## src/rtl/id_ex_stage_reg.sv

```systemverilog
// ID/EX pipeline stage register with flush/stall/bubble control.
// Optional hazard statistics counters are built when ID_EX_STATS_EN is defined.
module id_ex_stage_reg #(
  parameter int STATS_W = 16
) (
  input  logic               clk,
  input  logic               rst_n,
  input  logic [3:0]         ID_opcode,
  input  logic               ID_AM,
  input  logic               ID_S_enable,
  input  logic               ID_load_instr,
  input  logic               ID_RF_enable,
  input  logic               ID_Size_enable,
  input  logic               ID_RW_enable,
  input  logic               ID_Enable_signal,
  input  logic               ID_BL_instr,
  input  logic               ID_B_instr,
  input  logic               ID_valid,
  input  logic [31:0]        ID_PA,
  input  logic [31:0]        ID_PB,
  input  logic [31:0]        ID_PD,
  input  logic [11:0]        ID_shift_imm,
  input  logic [3:0]         ID_Rd,
  input  logic [31:0]        ID_next_pc,
  input  logic               stall,
  input  logic               nop_sel,
  input  logic               flush,
  output logic [3:0]         EX_opcode,
  output logic               EX_AM,
  output logic               EX_S_enable,
  output logic               EX_load_instr,
  output logic               EX_RF_enable,
  output logic               EX_Size_enable,
  output logic               EX_RW_enable,
  output logic               EX_Enable_signal,
  output logic               EX_BL_instr,
  output logic               EX_B_instr,
  output logic               EX_valid,
  output logic [31:0]        EX_PA,
  output logic [31:0]        EX_PB,
  output logic [31:0]        EX_PD,
  output logic [11:0]        EX_shift_imm,
  output logic [3:0]         EX_Rd,
  output logic [31:0]        EX_next_pc,
  output logic [STATS_W-1:0] bubble_count,
  output logic [STATS_W-1:0] flush_count
);

  localparam int CTRL_W = 14;
  localparam int DATA_W = 144;

  logic [CTRL_W-1:0] id_ctrl;
  logic [DATA_W-1:0] id_data;
  logic [CTRL_W-1:0] ctrl_d, ctrl_q;
  logic [DATA_W-1:0] data_d, data_q;
  logic              take_bubble;

  assign id_ctrl = {ID_opcode, ID_AM, ID_S_enable, ID_load_instr, ID_RF_enable,
                    ID_Size_enable, ID_RW_enable, ID_Enable_signal, ID_BL_instr,
                    ID_B_instr, ID_valid};
  assign id_data = {ID_PA, ID_PB, ID_PD, ID_shift_imm, ID_Rd, ID_next_pc};

  assign take_bubble = !flush && !stall && nop_sel;

  // Priority flush > stall > nop_sel > load; an invalid slot loads a cleared control word.
  always_comb begin
    ctrl_d = ctrl_q;
    data_d = data_q;
    if (flush) begin
      ctrl_d = '0;
    end else if (stall) begin
      ctrl_d = ctrl_q;
    end else if (nop_sel) begin
      ctrl_d = '0;
      data_d = id_data;
    end else begin
      ctrl_d = ID_valid ? id_ctrl : '0;
      data_d = id_data;
    end
  end

  always_ff @(posedge clk or negedge rst_n) begin
    if (!rst_n) begin
      ctrl_q <= '0;
      data_q <= '0;
    end else begin
      ctrl_q <= ctrl_d;
      data_q <= data_d;
    end
  end

  assign {EX_opcode, EX_AM, EX_S_enable, EX_load_instr, EX_RF_enable,
          EX_Size_enable, EX_RW_enable, EX_Enable_signal, EX_BL_instr,
          EX_B_instr, EX_valid} = ctrl_q;
  assign {EX_PA, EX_PB, EX_PD, EX_shift_imm, EX_Rd, EX_next_pc} = data_q;

`ifdef ID_EX_STATS_EN
  logic [STATS_W-1:0] bubble_cnt_d, bubble_cnt_q;
  logic [STATS_W-1:0] flush_cnt_d, flush_cnt_q;

  function automatic logic [STATS_W-1:0] sat_inc(input logic [STATS_W-1:0] v);
    return (&v) ? v : v + {{(STATS_W-1){1'b0}}, 1'b1};
  endfunction

  always_comb begin
    bubble_cnt_d = take_bubble ? sat_inc(bubble_cnt_q) : bubble_cnt_q;
    flush_cnt_d  = flush ? sat_inc(flush_cnt_q) : flush_cnt_q;
  end

  always_ff @(posedge clk or negedge rst_n) begin
    if (!rst_n) begin
      bubble_cnt_q <= '0;
      flush_cnt_q  <= '0;
    end else begin
      bubble_cnt_q <= bubble_cnt_d;
      flush_cnt_q  <= flush_cnt_d;
    end
  end

  assign bubble_count = bubble_cnt_q;
  assign flush_count  = flush_cnt_q;
`else
  logic unused_bubble;
  assign unused_bubble = take_bubble;
  assign bubble_count  = '0;
  assign flush_count   = '0;
`endif

endmodule

```

## config.mk

```make
export PLATFORM = sky130hd
export DESIGN_NAME = id_ex_stage_reg
export DESIGN_NICKNAME = d
export VERILOG_FILES = /design/src/rtl/id_ex_stage_reg.sv
export SDC_FILE = /design/constraint.sdc
export NUM_CORES = 1
export LEC_CHECK = 0
export CAP_MARGIN = 10
export CORE_AREA = 5 5 132 134
export CTS_BUF_LIST = sky130_fd_sc_hd__clkbuf_16
export CTS_CLUSTER_SIZE = 40
export DETAILED_ROUTE_END_ITERATION = 10
export DIE_AREA = 0 0 137 139
export DONT_BUFFER_PORTS = 1
export PLACE_DENSITY_LB_ADDON = 0.05
export SLEW_MARGIN = 20
export SYNTH_ARGS = -nofsm -noshare
export SYNTH_HDL_FRONTEND = slang
export SYNTH_SLANG_ARGS = --single-unit
```

## constraint.sdc

```tcl
create_clock -name clk -period 0.83 [get_ports clk]
set_input_delay 0.166 -clock clk [delete_from_list [all_inputs] [get_ports clk]]
set_output_delay 0.166 -clock clk [all_outputs]
set_load 0.005 [all_outputs]
```

==> summary.md, run 1 <==
| Metric | Value |
|---|---|
| Starting Density | 0.387 |
| Hold WS | -555 ps |
| Post-DP Area | approximately 7200 um2 |
| Vias | around 4200 |
| Finished Layout Cells | 890 |
| Die width | roughly 140 um |
| Synth top area cells | dfrtp_1 (63%), mux2_2 (15%), mux2_1 (11%), buf_4 (4.1%), nand4bb_1 (2.3%) |
| First-pass GRT wire length | approximately 26 mm |
| I/O pin total | approximately 350 |
| Initial DRC Count | 100 |
| HP Class | primary input to asynchronous set/reset pin |
| CP Launch Point | data_q[50] |
| Total GRT Usage | 0.179 |
| Clk sinks | 158 |
| Leading cell types by count after synthesis | dfrtp_1 (158), mux2_2 (84), mux2_1 (60), buf_4 (34) |
| Number of cell rows | 47 |
| Clock Tree Buf Depth | 2 |
| Total global routing overflow | 0 |
| Tcrit/Tclk final | 1.35 |
| Setup tns final | -33770 ps |
| Post-DP HPWL | about 12 mm |
| Post-layout nets | 820 |
| Routed Antenna Nets | 0 |
| YS warnings | 0 |
| Largest net degree at the start of global routing | 159 |
| Final min period | ~1100 ps |
| WP buf/inv | 1 |
| Full die area | ~19000 um2 |
| Slew at the pin closest to its max-slew limit | about 550 ps |
| Antenna violations before repair | 0 |
| H-tree depth | 4 |
| Hold Vio Cnt, Final | around 170 |
| Slowest cell on the critical path | dfrtp_1 |
| Vias in the first global route | roughly 4700 |
| Count of input and output buffers | 0 |
| Vias per cell | 4.68 |
| Kind of end point of the critical path | primary output |
| Max frequency | between 800 and 900 MHz |
| Mapped Cells | about 400 |
| Failing checks | negative hold slack, negative setup slack |
| Static leakage | approximately 4.3 nW |
| Synth Area per Inst | around 16 um2 |
| Max-Slew Margin vs Limit | 0.633 |
| Post-Route Utilization | 0.600 |
| Worst VDD drop | between 1 and 1.5 mV |
| Layout cell share with drive strength beyond 1 | 0.364 |
| CP required | 660 ps |
| RSZ-0062 raised after global routing | yes |
| Cell count along the critical path | 1 |
| DRC violations left | 0 |
| Design Area, Final | 9700 um2 |
| Synth async-reset ratio | 1.00 |
| CP Cell Sequence | buf_6 |
| Count of cell types in the netlist | 14 |
| Worst-Skew Late Latency | about 410 ps |
| Critical path launch point type | flip-flop |
| Reg2reg setup slack | -70 ps |
| Post-synth top area share | 0.632 |
| ANT cells | 0 |
| Core area | between 15000 and 20000 um2 |
| RR Endpoint | data_q[103] |
| Arrival @ worst endpoint | around 950 ps |
| CP delay by family, top | flip-flops |
| Post-CTS Hold Buffers | between 100 and 150 |
| Worst R2R Start | data_q[103] |
| Slowest stage delay, CP | around 410 ps |
| R2R depth | 2 |
| DIE HEIGHT | about 140 um |
| Max-cap violation count | 0 |
| Status | finished with violations |
| Routed WL per cell | between 15 and 20 um |
| Pwr Density | 2160 nW/um2 |
| Clock root cell | clkbuf_16 |
| Worst-path clk slew | approximately 70 ps |
| RePlAce Congestion | about 0.73 |
| Max Fanout on Critical Path | 2 |
| Post-synth EDFFs | 0 |
| Area added between synthesis and finish | 55.1% |
| Critical path type | flip-flop to primary output |
| Layout fillers | about 1300 |
| Final setup vio count | 170 |
| CTS buffer count | 17 |
| TritonRoute pass-1 iters | 4 |
| Clock Skew | 0 ps |
| Final Power | ~21 mW |
| Pins over their slew limit | 0 |
| Yosys top cell by area | dfrtp_1 |
| Yosys reg bits | around 160 |
| Worst Slack Setup Final | -290 ps |
| Pre-CTS WS | -342 ps |
| Top-count cell post-synth | dfrtp_1 |
| Register area share after synthesis | 0.632 |
| CTS tree | yes |
| WL final | 17.8 mm |
| Top_reg_cell synth | dfrtp_1 |
| Dpl cells | 701 |
| Post-Syn Area | about 6300 um2 |
==> power by group <==
part / total [mW] / leakage [nW] / internal, mW / switching, mW
Clock: 7.53 / 0.276 / 4.42 / 3.11
Sequential: 9.58 / 1.88 / 8.77 / 0.810
Combinational: 3.83 / 2.11 / 2.70 / 1.13
==> flip-flops by register name, indices dropped and copies added, names as in the netlist <==
signal  flops
ctrl_q     14
data_q    144
==> worst register-to-register path, delay by kind of cell, from the launching register on <==
kind | cells | cell delay, ps
DFF | 1 | 390
muxes | 1 | 260
buffers and inverters | 1 | 140
==> per-layer routing <==
layer / wire, um / global-route usage
met5: 0 / 0
met4: 493 / 0.0704
met3: 2040 / 0.0798
met2: 9470 / 0.324
met1: 5770 / 0.175
==> worst max path at each step <==
| stage | endpoint | slack (ps) |
|---|---|---|
| 2_1_floorplan | data_q[100] | -230 |
| 3_3_place_gp | data_q[59] | -290 |
| 3_5_place_dp | data_q[83] | -340 |
| 4_1_cts | EX_PD[2] | -320 |
| 5_1_grt | EX_next_pc[24] | -330 |
| 6_report | EX_PD[2] | -290 |
==> placed cells by master (no fill, tap or decap) <==
cell,instances
a21oi_1,14
buf_12,10
buf_4,11
buf_6,95
bufinv_16,2
clkbuf_16,17
clkinv_1,3
clkinv_2,3
clkinv_4,2
clkinvlp_4,2
conb_1,32
dfrtp_1,158
dlygate4sd3_1,144
dlymetal6s4s_1,1
inv_6,3
mux2_1,46
mux2_2,82
mux2_4,16
nand2_1,14
nand4bb_1,13
nor2_4,1
or3b_1,1
==> final cells by class <==
class	instances	area, um2	area share
Sequential cell	158	3950	0.408
Clock inverter	15	145	0.0150
Clock buffer	17	425	0.0439
Tap cell	220	275	0.0284
Multi-Input combinational cell	219	2090	0.216
Timing Repair Buffer	261	2810	0.289
==> cells by family (layout without fill, tap and decap cells) <==
family | count (synthesis) | count (layout) | share of synthesized area
flip-flops | 158 | 158 | 0.632
multiplexers | 144 | 144 | 0.259
buffers and inverters | 53 | 293 | 0.0624
AND/OR/NAND/NOR | 29 | 29 | 0.0342
AO/OA/AOI/OAI | 14 | 14 | 0.0112
other | 1 | 32 | 0.000600
==> repair_timing <==
action,CTS,global route
setup endpoints to repair,158,187
gates resized for setup,92,20
endpoints found under the hold margin,316,172
setup buffers,5,9
No activity file was read; power rests on OpenSTA's default activity.
==> run 2: changes to the inputs <==
Settings changed: ABC_AREA from default to 1, CORE_AREA 5 5 132 134 to 5 5 135 137, DIE_AREA 0 0 137 139 to 0 0 140 142, GPL_TIMING_DRIVEN from default to 0, PLACE_DENSITY from default to 0.54, PLACE_DENSITY_LB_ADDON 0.05 to default.
==> summary.md, run 2 <==
| Metric | Value |
|---|---|
| Status | finished with violations (unchanged) |
| Failing checks | negative hold slack, negative setup slack (unchanged) |
| Post-layout nets | 1091 (was 820) |
| H-tree depth | 4 (unchanged) |
| Mapped Cells | 721 (was 399) |
| Total GRT Usage | 0.208 (was 0.179) |
| Register area share after synthesis | 0.607 (was 0.632) |
| Biggest register | data_q (unchanged) |
| Design Area, Final | 9040 um2 (was 9700 um2) |
| Clock network power share | 0.380 (was 0.360) |
| Top-count cell post-synth | nand2_1 (was dfrtp_1) |
| Final setup vio count | 158 (was 170) |
| Finished Layout Cells | 1165 (was 890) |
| Top_reg_cell synth | dfrtp_1 (unchanged) |
| CTS buffer count | 17 (unchanged) |
| Critical path type | flip-flop to primary output (unchanged) |
| Dpl cells | 977 (was 701) |
| Vias | 5709 (was 4169) |
| P_sw | 4.95 mW (was 5.06 mW) |
| Post-synth EDFFs | 0 (unchanged) |
| Critical path launch point type | flip-flop (unchanged) |
| Post-Syn Area | 6510 um2 (was 6250 um2) |
| CTS tree | yes (unchanged) |
| Hold WS | -554 ps (was -555 ps) |
| Die width | 140 um (was 137 um) |
| Vias in the first global route | 6026 (was 4694) |
| Largest regs | data_q (144), ctrl_q (14) (unchanged) |
| Vias per cell | 4.90 (was 4.68) |
| Kind of end point of the critical path | primary output (unchanged) |
| Int Pwr | 13.7 mW (was 15.9 mW) |
| Synth top area cells | dfrtp_1 (61%), nand2_1 (18%), o21ai_0 (9.9%), buf_4 (3.9%), buf_6 (1.7%) (was dfrtp_1 (63%), mux2_2 (15%), mux2_1 (11%), buf_4 (4.1%), nand4bb_1 (2.3%)) |
| Clock Skew | 0 ps (unchanged) |
| Pins over their slew limit | 0 (unchanged) |
| Setup tns final | -23850 ps (was -33770 ps) |
| HP Class | primary input to asynchronous set/reset pin (unchanged) |
| Starting Density | 0.384 (was 0.387) |
| Most frequent cells in the layout | nand2_1 (317), dfrtp_1 (157), dlygate4sd3_1 (157) (was dfrtp_1 (158), dlygate4sd3_1 (144), buf_6 (95)) |
| Largest net degree at the start of global routing | 159 (unchanged) |
| Initial DRC Count | 337 (was 100) |
| ANT cells | 0 (unchanged) |
| DRC violations left | 0 (unchanged) |
| Clock root cell | clkbuf_16 (unchanged) |
| Total global routing overflow | 0 (unchanged) |
| Routed WL per cell | 18.1 um (was 20.0 um) |
| Most common cell after layout, fill and taps aside | nand2_1 (was dfrtp_1) |
| Count of cell types in the netlist | 17 (was 14) |
| First-pass GRT wire length | 32.7 mm (was 26.2 mm) |
| Number of cell rows | 48 (was 47) |
| Full die area | 19900 um2 (was 19000 um2) |
| Tcrit/Tclk final | 1.21 (was 1.35) |
| Hold Vio Cnt, Final | 161 (was 172) |
| Static leakage | 4.52 nW (was 4.26 nW) |
| Routed Antenna Nets | 0 (unchanged) |
| Net Sw Frac | 0.265 (was 0.241) |
| WL final | 21.1 mm (was 17.8 mm) |
| DIE HEIGHT | 142 um (was 139 um) |
| Pwr Density | 2070 nW/um2 (was 2160 nW/um2) |
| Area added between synthesis and finish | 39.0% (was 55.1%) |
| CP required | 660 ps (about the same) |
| YS warnings | 0 (unchanged) |
| Layout cell share with drive strength beyond 1 | 0.0979 (was 0.364) |
| Max reg flops | 144 (unchanged) |
| Antenna violations before repair | 0 (unchanged) |
| Post-DP HPWL | 14.7 mm (was 11.8 mm) |
| Post-synth top area share | 0.607 (was 0.632) |
| Final min period | 1010 ps (was 1120 ps) |
| Worst-path clk slew | 60 ps (was 70 ps) |
| Post-CTS Hold Buffers | 157 (was 145) |
| Clock Tree Buf Depth | 2 (unchanged) |
| Synth async-reset ratio | 1.00 (unchanged) |
| Flop pwr share | 0.504 (was 0.457) |
| Layout fillers | 1490 (was 1256) |
| CP Launch Point | ctrl_q[2] (was data_q[50]) |
| Leading cell types by count after synthesis | nand2_1 (317), dfrtp_1 (158), o21ai_0 (129), buf_4 (34), clkbuf_1 (16) (was dfrtp_1 (158), mux2_2 (84), mux2_1 (60), buf_4 (34)) |
| Yosys top cell by area | dfrtp_1 (unchanged) |
| Worst-Skew Late Latency | 410 ps (about the same) |
| I/O pin total | 353 (unchanged) |
| Count of input and output buffers | 0 (unchanged) |
| Synth Area per Inst | 9.03 um2 (was 15.7 um2) |
| Clk sinks | 158 (unchanged) |
| Max Fanout on Critical Path | 2 (unchanged) |
| Worst R2R Start | data_q[87] (was data_q[103]) |
| TritonRoute pass-1 iters | 5 (was 4) |
| Post-DP Area | 6940 um2 (was 7170 um2) |
| Core area | 16900 um2 (was 16200 um2) |
| Worst VDD drop | 1.33 mV (was 1.46 mV) |
| RSZ-0062 raised after global routing | yes (unchanged) |
| Combinational cell fraction of total power | 0.116 (was 0.183) |
| Arrival @ worst endpoint | 840 ps (was 950 ps) |
| Max frequency | 992 MHz (was 893 MHz) |
| RePlAce Congestion | 0.871 (was 0.728) |
| Final Power | 18.7 mW (was 20.9 mW) |
| Cell count along the critical path | 0 (was 1) |
| Max-cap violation count | 0 (unchanged) |
| Worst Slack Setup Final | -178 ps (was -290 ps) |
| R2R depth | 2 (unchanged) |
| Yosys reg bits | 158 (unchanged) |
==> run 2: changes by cell type after synthesis, moves of 3 or more <==
cell | before | now
nand3_1 | 0 | 13
buf_1 | 0 | 8
o21ai_1 | 0 | 15
nand4bb_1 | 13 | 0
o21ai_0 | 0 | 129
mux2_1 | 60 | 0
buf_6 | 7 | 10
mux2_2 | 84 | 0
a21oi_1 | 14 | 0
nand2_1 | 14 | 317
buf_2 | 8 | 14
clkbuf_1 | 3 | 16
==> run 2: logic make-up (layout without fill, tap and decap cells) <==
group / count (synthesis) / in the layout / synth area share
flops: 158 / 158 / 0.607
buf+inv: 85 / 273 / 0.0830
simple gates: 333 / 333 / 0.198
other cells: 1 / 32 / 0.000576
compound gates: 144 / 144 / 0.111
==> run 2: power by group through the flow <==
| stage | combinational (mW) | sequential [mW] | clock (mW) |
|---|---|---|---|
| 3_5_place_dp | 1.50 | 9.57 | 0 |
| 3_3_place_gp | 1.41 | 9.56 | 0 |
| 2_1_floorplan | 1.20 | 9.22 | 0 |
| 4_1_cts | 2.12 | 9.45 | 7.28 |
| 6_report | 2.16 | 9.42 | 7.10 |
| 5_1_grt | 2.44 | 9.53 | 7.64 |
==> run 2: worst paths after layout <==
kind / endpoint / slack [ps]
min in group clk: ctrl_q[3] / 0
setup reg to reg: data_q[87] / 100
max in group asynchronous: data_q[109] / 1190
setup / recovery: EX_BL_instr / -180
hold reg to reg: ctrl_q[5] / 510
hold / removal: data_q[75] / -550
==> run 2: what timing repair did <==
action                                 4_1_cts  5_1_grt
gates resized for setup                      1        3
endpoints found under the hold margin      315      158
setup endpoints to repair                  158      168
buffers inserted                             0        0
cloned                                       0        0
==> run 2: final cells by class <==
| type | count | area, um2 | share of cell area |
|---|---|---|---|
| plain buffers | 83 | 567 | 0.0627 |
| repair buffers | 157 | 1570 | 0.174 |
| inverters | 2 | 7.51 | 0.000830 |
| multi-input cells | 509 | 2130 | 0.236 |
| clock buffers | 17 | 425 | 0.0470 |
| flip-flops and latches | 158 | 3960 | 0.437 |
| clock inverters | 14 | 106 | 0.0118 |
| well taps | 225 | 282 | 0.0311 |
==> run 2: stage by stage <==
| stage | utilization | worst slack [ps] | hold WS [ps] |
|---|---|---|---|
| 3_3_place_gp | 0.410 | -400 | -126 |
| 3_5_place_dp | 0.410 | -418 | -125 |
| 4_1_cts | 0.534 | -221 | -581 |
| 5_1_grt | 0.534 | -221 | -584 |
| 2_1_floorplan | - | -35.6 | -130 |
| 6_report | 0.534 | -178 | -554 |
==> run 2: worst register-to-register path: cells and delay by family, from the launching register on <==
kind	cells	cell delay, ps
compound gates	1	100
flops	1	410
simple gates	1	100
==> run 2: metal layers <==
layer / part of all wire / vias up / global-route usage
met5: 0 / - / 0
met3: 0.098 / 40 / 0.0776
met4: 0.026 / 0 / 0.0918
met1: 0.36 / 2709 / 0.228
met2: 0.52 / 313 / 0.363
li1: - / 2647 / -
==> run 3: changes to the inputs <==
Settings changed: CTS_BUF_LIST sky130_fd_sc_hd__clkbuf_16 to default.
==> summary.md, run 3 (synthesized netlist as in run 2, its figures left out) <==
| Metric | Value |
|---|---|
| Status | finished with violations (unchanged) |
| Failing checks | negative hold slack, negative setup slack (unchanged) |
| Full die area | 19900 um2 (unchanged) |
| Critical path type | flip-flop to primary output (unchanged) |
| Clock Skew | 0 ps (unchanged) |
| H-tree depth | 4 (unchanged) |
| ANT cells | 0 (unchanged) |
| Final setup vio count | 158 (unchanged) |
| Vias per cell | 4.91 (was 4.90) |
| Worst-path clk slew | 60 ps (about the same) |
| Routed WL per cell | 18.1 um (about the same) |
| Final Power | 18.9 mW (was 18.7 mW) |
| Die width | 140 um (unchanged) |
| Tcrit/Tclk final | 1.22 (was 1.21) |
| Antenna violations before repair | 0 (unchanged) |
| Routed Antenna Nets | 0 (unchanged) |
| Hold WS | -554 ps (about the same) |
| Met2 GRT Util | 0.363 (unchanged) |
| Total global routing overflow | 0 (unchanged) |
| Clock root cell | clkbuf_16 (unchanged) |
| TritonRoute pass-1 iters | 5 (unchanged) |
| First-pass GRT wire length | 32.7 mm (unchanged) |
| Post-layout nets | 1091 (unchanged) |
| Post-DP HPWL | 14.7 mm (unchanged) |
| I/O pin total | 353 (unchanged) |
| HP Class | primary input to asynchronous set/reset pin (unchanged) |
| RePlAce Congestion | 0.871 (unchanged) |
| Total GRT Usage | 0.208 (unchanged) |
| Clk sinks | 158 (unchanged) |
| Multi-input gate area | 2130 um2 (unchanged) |
| DRC violations left | 0 (unchanged) |
| Count of input and output buffers | 0 (unchanged) |
| CP required | 660 ps (about the same) |
| Worst Slack Setup Final | -179 ps (was -178 ps) |
| Largest regs | data_q (144), ctrl_q (14) (unchanged) |
| Post-Route Utilization | 0.535 (was 0.534) |
| RSZ-0062 raised after global routing | yes (unchanged) |
| Final min period | 1010 ps (about the same) |
| Number of cell rows | 48 (unchanged) |
| Pwr Density | 2090 nW/um2 (was 2070 nW/um2) |
| Kind of end point of the critical path | primary output (unchanged) |
| CTS buffer count | 17 (unchanged) |
| Max Fanout on Critical Path | 2 (unchanged) |
| Max-cap violation count | 0 (unchanged) |
| Setup tns final | -23900 ps (was -23850 ps) |
| Vias | 5720 (was 5709) |
| Starting Density | 0.384 (unchanged) |
| Most frequent cells in the layout | nand2_1 (317), dfrtp_1 (157), dlygate4sd3_1 (157) (unchanged) |
| Core area | 16900 um2 (unchanged) |
| Post-DP Area | 6940 um2 (unchanged) |
| DIE HEIGHT | 142 um (unchanged) |
| Layout cell share with drive strength beyond 1 | 0.100 (was 0.0979) |
| Worst-Skew Late Latency | 410 ps (about the same) |
| Post-CTS Hold Buffers | 157 (unchanged) |
| Initial DRC Count | 280 (was 337) |
| Max frequency | 991 MHz (was 992 MHz) |
| Clock Tree Buf Depth | 2 (unchanged) |
| Sequential Area | 3960 um2 (unchanged) |
| Area added between synthesis and finish | 39.3% (was 39.0%) |
| Arrival @ worst endpoint | 840 ps (about the same) |
| Largest net degree at the start of global routing | 159 (unchanged) |
| Pins over their slew limit | 0 (unchanged) |
| Design Area, Final | 9060 um2 (was 9040 um2) |
| CTS tree | yes (unchanged) |
| Vias in the first global route | 6026 (unchanged) |
| Most common cell after layout, fill and taps aside | nand2_1 (unchanged) |
| Hold Vio Cnt, Final | 161 (unchanged) |
| Biggest register | data_q (unchanged) |
| Grt met3 use | 0.0776 (unchanged) |
| Critical path launch point type | flip-flop (unchanged) |
| Busiest layer in global routing | met2 (unchanged) |
| Worst VDD drop | 1.33 mV (about the same) |
| Max reg flops | 144 (unchanged) |
| Layout fillers | 1488 (was 1490) |
| WL final | 21.1 mm (about the same) |
| Met1 Use GR | 0.228 (unchanged) |
| Static leakage | 4.52 nW (about the same) |
==> run 3: layout make-up <==
cell class | count | share of cell area
clock buffer | 22 | 0.0512
buffer | 83 | 0.0625
clock inverter | 9 | 0.00966
sequential | 158 | 0.436
tap | 225 | 0.0311
timing repair buffer | 157 | 0.173
inverter | 2 | 0.000828
multi-input combinational | 509 | 0.235
==> run 3: through the flow <==
step,std cells,setup WS [ps]
5_1_grt,1165,-221
3_5_place_dp,977,-418
3_3_place_gp,977,-400
2_1_floorplan,752,-35.6
4_1_cts,1165,-221
6_report,1165,-179
==> run 3: report_power, final <==
part | internal (mW) | switching [mW] | total, mW | leakage, nW
clock | 4.27 | 3.07 | 7.35 | 0.259
combinational | 1.08 | 1.08 | 2.16 | 2.28
sequential | 8.61 | 0.815 | 9.42 | 1.97
==> run 3: timing repair <==
item,CTS,global route
buffers inserted,0,0
hold endpoints to repair,315,158
resized for setup,1,3
setup endpoints to repair,158,168
==> run 3: worst paths after layout <==
kind | startpoint | to | slack (ps) | cells past startpoint
worst max-delay path | ctrl_q[13] | EX_opcode[3] | -180 | 0
worst min-delay path | rst_n | data_q[75] | -550 | 0
worst max register to register | data_q[87] | data_q[87] | 100 | 2
worst min register to register | ctrl_q[5] | ctrl_q[5] | 510 | 2
max in group asynchronous | rst_n | data_q[112] | 1210 | 0
min in group clk | nop_sel | ctrl_q[3] | -10 | 3
==> run 3: routing by layer <==
| metal | share of wire | routed length [um] |
|---|---|---|
| met1 | 0.36 | 7580 |
| met2 | 0.51 | 10900 |
| met3 | 0.099 | 2090 |
| met4 | 0.028 | 591 |
| met5 | 0 | 0 |
